==> config.mk <==
export PLATFORM = sky130hd
export DESIGN_NAME = reg_file_bank
export DESIGN_NICKNAME = d
export VERILOG_FILES = /design/src/rtl/reg_file_bank.sv
export SDC_FILE = /design/constraint.sdc
export NUM_CORES = 1
export LEC_CHECK = 0
export ABC_CLOCK_PERIOD_IN_PS = 3000
export BUFFER_PORTS_ARGS = -buffer_cell sky130_fd_sc_hd__buf_2
export CAP_MARGIN = 25
export CORE_MARGIN = 3
export CORE_UTILIZATION = 60
export DETAILED_ROUTE_END_ITERATION = 16
export PLACE_DENSITY = 0.76
export SYNTH_ARGS = -nofsm -noshare
export SYNTH_HDL_FRONTEND = slang
export SYNTH_SLANG_ARGS = --single-unit
==> constraint.sdc <==
create_clock -name CLK -period 3 [get_ports CLK]
set_clock_uncertainty 0.2 [all_clocks]
set_input_delay 0.3 -clock CLK [delete_from_list [all_inputs] [get_ports CLK]]
set_output_delay 0.3 -clock CLK [all_outputs]
set_load 0.02 [all_outputs]
==> src/rtl/reg_file_bank.sv <==
// -----------------------------------------------------------------------------
// reg_file_bank
//   Multi-word register bank with one write port and two independently
//   enabled, registered read ports (A and B). Each word carries a valid bit
//   that is set when the word is written and cleared by reset. The bank sits
//   between the ALU result bus and the operand-select logic, so both ALU
//   operands can be fetched in the same cycle.
//
// Parameters
//   WIDTH : data word width in bits (>= 1)
//   DEPTH : number of words (>= 2, need not be a power of two)
//   AW    : address width, derived from DEPTH -- leave at its default
//
// Ports
//   CLK   in   clock, all state changes on the rising edge
//   CLR   in   synchronous active-low reset (clears array, valids, outputs)
//   R_W   in   1 = hold/read only, 0 = write D into word WA
//   WA    in   write address (writes to WA >= DEPTH are dropped)
//   D     in   write data
//   RA_A  in   port A read address
//   RA_B  in   port B read address
//   Ea    in   port A output enable
//   Eb    in   port B output enable
//   Qa    out  port A registered read data (0 when disabled / out of range)
//   Qb    out  port B registered read data (0 when disabled / out of range)
//   VLD_A out  valid bit of the word read on port A, aligned with Qa
//   VLD_B out  valid bit of the word read on port B, aligned with Qb
//
// Configuration
//   RF_BYPASS_EN defined   : same-edge read of the word being written returns
//                            the incoming D with valid=1 (write-first).
//   RF_BYPASS_EN undefined : same-edge read returns the pre-write contents
//                            (read-first); no bypass mux is built.
// -----------------------------------------------------------------------------
module reg_file_bank #(
  parameter int WIDTH = 16,
  parameter int DEPTH = 8,
  parameter int AW    = $clog2(DEPTH)
) (
  input  logic             CLK,
  input  logic             CLR,
  input  logic             R_W,
  input  logic [AW-1:0]    WA,
  input  logic [WIDTH-1:0] D,
  input  logic [AW-1:0]    RA_A,
  input  logic [AW-1:0]    RA_B,
  input  logic             Ea,
  input  logic             Eb,
  output logic [WIDTH-1:0] Qa,
  output logic [WIDTH-1:0] Qb,
  output logic             VLD_A,
  output logic             VLD_B
);

  // Storage and registered read outputs.
  logic [WIDTH-1:0] mem_q [DEPTH];
  logic [DEPTH-1:0] vld_q;
  logic [WIDTH-1:0] qa_q, qa_d;
  logic [WIDTH-1:0] qb_q, qb_d;
  logic             vlda_q, vlda_d;
  logic             vldb_q, vldb_d;

  // Address range checks are done at 32 bits so a non-power-of-two DEPTH
  // rejects the unused top codes of the address space.
  logic wr_en;
  logic ra_a_ok;
  logic ra_b_ok;

  assign wr_en   = !R_W && (int'(WA) < DEPTH);
  assign ra_a_ok = int'(RA_A) < DEPTH;
  assign ra_b_ok = int'(RB_sel()) < DEPTH;

  function automatic logic [AW-1:0] RB_sel();
    return RA_B;
  endfunction

  // Next-state of the two read ports: zero-gated by enable and range.
  always_comb begin
    // NOTE: every output of this block gets a default first, so no path
    // through the ifs can leave a value unassigned and infer a latch.
    qa_d   = '0;
    vlda_d = 1'b0;
    qb_d   = '0;
    vldb_d = 1'b0;

    if (Ea && ra_a_ok) begin
      qa_d   = mem_q[RA_A];
      vlda_d = vld_q[RA_A];
`ifdef RF_BYPASS_EN
      // Write-first: the word being written this edge is forwarded.
      if (wr_en && (RA_A == WA)) begin
        qa_d   = D;
        vlda_d = 1'b1;
      end
`endif
    end

    if (Eb && ra_b_ok) begin
      qb_d   = mem_q[RA_B];
      vldb_d = vld_q[RA_B];
`ifdef RF_BYPASS_EN
      if (wr_en && (RA_B == WA)) begin
        qb_d   = D;
        vldb_d = 1'b1;
      end
`endif
    end
  end

  always_ff @(posedge CLK) begin
    if (!CLR) begin
      // NOTE: the array itself is cleared on reset because reads of a word
      // after reset must return 0, not stale data; this costs a reset net
      // on every storage bit, which is accepted for a bank this small.
      for (int i = 0; i < DEPTH; i++) begin
        mem_q[i] <= '0;
      end
      vld_q  <= '0;
      qa_q   <= '0;
      qb_q   <= '0;
      vlda_q <= 1'b0;
      vldb_q <= 1'b0;
    end else begin
      // NOTE: non-blocking assignments here are what give read-first
      // behaviour: qa_d/qb_d were computed from the pre-edge array.
      if (wr_en) begin
        mem_q[WA] <= D;
        vld_q[WA] <= 1'b1;
      end
      qa_q   <= qa_d;
      qb_q   <= qb_d;
      vlda_q <= vlda_d;
      vldb_q <= vldb_d;
    end
  end

  assign Qa    = qa_q;
  assign Qb    = qb_q;
  assign VLD_A = vlda_q;
  assign VLD_B = vldb_q;

endmodule

Word-level counts from Yosys, hierarchy flattened --
Memories as Yosys holds them, arrays and structs flattened. A register that Yosys moved wholly into a read port is not among the register bits. Cells that the tools add are included.
Cells by class: multiplexer cells 13, reductions and logical operators 6, magnitude comparators 4, bitwise operators 1
Operators with widths (count):
- $mux W16 | 1
- $reduce_or A16 Y1 | 1
- $lt A3 B4 Y1 const B | 3
- $mux W1 | 8
- $or A8 B8 Y8 | 1
- $bmux W1 S3 | 2
- $reduce_and A2 Y1 | 2
- $demux W1 S3 | 1
- $ge A3 B1 Y1 const B | 1
- $mux W3 | 1
- $logic_not A1 Y1 | 2
- $logic_and A1 B1 Y1 | 1
Word-level totals: input bits 30, bits in writable memories 128, output and inout bits 34, logic and storage cells 28, flip-flop bits (word level) 10, memories 1
Memories:
- mem_q | words 8, width 16, read ports 2, clocked after Yosys merged registers in 2, wr ports 8, RTL line 56 | logic [WIDTH-1:0] mem_q [DEPTH];

Depth between registers and ports, before layout --
word-level depth 5, depth in mapped cells 6, gate-level depth less buffers 3

Worst setup path after synthesis --
Ideal clock, no wire load.
kind input to register, from in CLR, to mem mem_q[1][0] (enable), data arrival time 2059 ps, buffers on the path 1, data required time 2389 ps, setup slack 330 ps, cell stages on the path 3, setup time 411 ps, path through buf_4 or3b_4 o21ai_0
RTL lines:
- from (decl) | RTL line 41 | input logic CLR,
- to (decl) | RTL line 56

==> summary.md <==
| Metric | Value |
|---|---|
| Outcome | finished, final reports clean |
| Ys async rst share | 0% |
| Num CTS Buffers | 17 |
| First-pass GRT wire length | around 31000 um |
| Prevailing post-synth register cell | edfxtp_1 |
| Routed Antenna Nets | 0 |
| Layout cells sized above 1 | between 20% and 30% |
| CP max stage delay | roughly 0.83 ns |
| Average wire per standard cell | between 20 and 25 um |
| Worst R2R End | Qa[1] |
| Least-Margin Pin Slew | 1.040 ns |
| DR vias/cell | approximately 6.2 |
| Vias | 5377 |
| Total track usage | 28.46% |
| Leading cell types in the layout, fill and taps excluded | mux2i_1 (136), and2_1 (128), edfxtp_1 (128) |
| Netlist Area Pre-Place | approximately 0.008 mm^2 |
| CP Data Arrival Time | approximately 1.9 ns |
| WHS | 0.03613 ns |
| Fillers | 875 |
| CP Launch Type | primary input |
| Peak Freq | roughly 500 MHz |
| Post-synthesis cell type count | 30 |
| Reg-to-reg slack, setup | around 1.6 ns |
| Pleak | 3.948 nW |
| Kind of critical path | in2reg |
| Clock Path Buffers | 2 |
| Worst Setup End Kind | flop |
| Setup tns final | 0 ns |
| GRT overflow | 0 |
| Root buf cell | clkbuf_16 |
| Slew margin rel. | a little under a third |
| Die Ht | around 120 um |
| Fin. Hold Viols | 0 |
| Synthesized area per cell | between 10 and 15 um^2 |
| Number of flops mapped to enable cells by yosys | approximately 130 |
| Reg2reg start | mem_q[4][1] |
| Pwr dens | 603.0 mW/mm^2 |
| Max-capacitance violation count | 0 |
| I/O pin cnt | between 60 and 70 |
| Slowest cell on crit path | nand2b_1 |
| Post-CTS Hold Fix Bufs | 0 |
| Placer congestion estimate | 0.8460 |
| Hold_sp | D[9] |
| Effective utilization at floorplan | 62.52% |
| Peak VDD IR | 412.9 uV |
| Syn-to-layout area delta | 15.18% |
| # setup viols final | 0 |
| Depth of the most critical reg-to-reg path | 3 |
| Crit path max fanout | 18 |
| Worst Hold Path Cells | 2 |
| Final min period | 2.019 ns |
| Syn. warnings | 0 |
| Most common cell after layout, fill and taps aside | mux2i_1 |
| Post-route clock period utilization | 67.30% |
| Flops & latches, synth | 170 |
| Pin count of the biggest net entering global routing | approximately 70 |
| RSZ-0062 raised after global routing | no |
| Die area | 0.01479 mm^2 |
| DP Wirelength | 11910 um |
| CTS Sinks | 170 |
| CTS tree | yes |
| Nets | 710 |
| Critical path required time | between 2 and 3 ns |
| Crit path cell chain | buf_2, nand2_1, nor3_4, nand2b_1 |
| Number of post-CTS setup repair buffers | 0 |
| Final Slew Violations | 0 |
| # diodes | 0 |
| Port bufs | 63 |
| Hold WC Path Type | in2reg |
| Initial antenna violation count | 1 |
| Syn Inst Count | 610 |
| Register area share after synthesis | 58.43% |
| Hold path endpoint | mem_q[1][9] |
| Vias in the first global route | ~5500 |
| Die X | 121.6 um |
| Htree depth | 4 |
| Drt pass-1 iters | 5 |
| Worst-path clk slew | ~0.060 ns |
| # rows | 41 |
| Post-Route WL | between 20000 and 25000 um |
| Total core area | about 0.013 mm^2 |
| Skew-Pair Late Insertion Delay | between 0.4 and 0.5 ns |
| DRC viols | 0 |
| Post-CTS resize count | 0 |
| Syn nets | between 600 and 700 |
| First DRT Iteration DRCs | 484 |
[metal layers]
layer	global-route usage [%]	vias to the layer above	wire length (um)
met5	0	-	7
met3	5.571	54	1608
met2	45.11	270	9676
li1	-	2406	-
met4	12.89	2	569
met1	38.37	2645	8308
[worst max path at each step]
| stage | endpoint | depth (start not counted) | from | slack [ns] |
|---|---|---|---|---|
| 2_1_floorplan | mem_q[1][0] | 3 | CLR | 0.33 |
| 3_3_place_gp | mem_q[5][8] | 4 | CLR | 0.61 |
| 3_5_place_dp | mem_q[5][8] | 4 | CLR | 0.56 |
| 4_1_cts | mem_q[5][4] | 4 | CLR | 1.00 |
| 5_1_grt | mem_q[5][12] | 4 | CLR | 0.93 |
| 6_report | mem_q[5][4] | 4 | CLR | 0.98 |
[metrics by stage]
step	util, %	power, W	cells	setup slack, ns	area (um^2)
5_1_grt	72.01	0.005720	865	0.9265	9235
6_report	72.01	0.005569	865	0.9811	9235
4_1_cts	72.01	0.005559	865	1.002	9235
3_5_place_dp	67.04	0.003299	833	0.5587	8598
3_3_place_gp	67.04	0.003277	833	0.6134	8598
2_1_floorplan	-	0.003098	610	0.3296	8018
[cell usage after synthesis, drive strengths merged, types with 2 or more instances]
library cell,number,area (um^2)
or2,34,212.7
a21o,8,60.06
and2,128,800.8
nand2b,6,40.04
buf,31,178.9
o22ai,68,425.4
mux2i,136,1361
edfxtp,128,3844
o21ai,3,15.01
nand4,2,18.77
clkbuf,6,25.02
nor3,4,52.55
dfxtp,42,840.8
nand4bb,2,22.52
nor2,3,23.77
nand4b,4,47.55
[sequential cells by signal, summed over array words and instances, names as in the netlist]
register / cells
Qa: 16
Qb: 16
VLD_A: 1
VLD_B: 1
mem_q: 128
vld_q: 8
[cells by family after synthesis]
kind of cell / count (synthesis) / share of synthesized area (%)
flip-flops: 170 / 58.43
AND/OR/NAND/NOR: 188 / 15.81
AO/OA/AOI/OAI: 79 / 6.242
buffers and inverters: 37 / 2.544
multiplexers: 136 / 16.98
[power by group]
part           switching, W  internal (W)  leakage (nW)
Combinational      0.000302      0.000204          2.06
Sequential        0.0000741       0.00268          1.57
Clock              0.000875       0.00144         0.313
[worst max-delay path: cells and delay by family]
family                 cells  cell delay, ns
and+or+nand+nor            3            1.28
buffers and inverters      1            0.28
[layout make-up]
| class | count | area (um^2) | area share, % |
|---|---|---|---|
| timing repair buffer | 88 | 558.0 | 6.043 |
| multi-input combinational | 403 | 3141 | 34.01 |
| sequential | 170 | 4684 | 50.72 |
| tap | 172 | 215.2 | 2.330 |
| clock inverter | 3 | 40.04 | 0.4335 |
| clock buffer | 29 | 596.8 | 6.463 |
No activity file was read; power rests on OpenSTA's default activity.
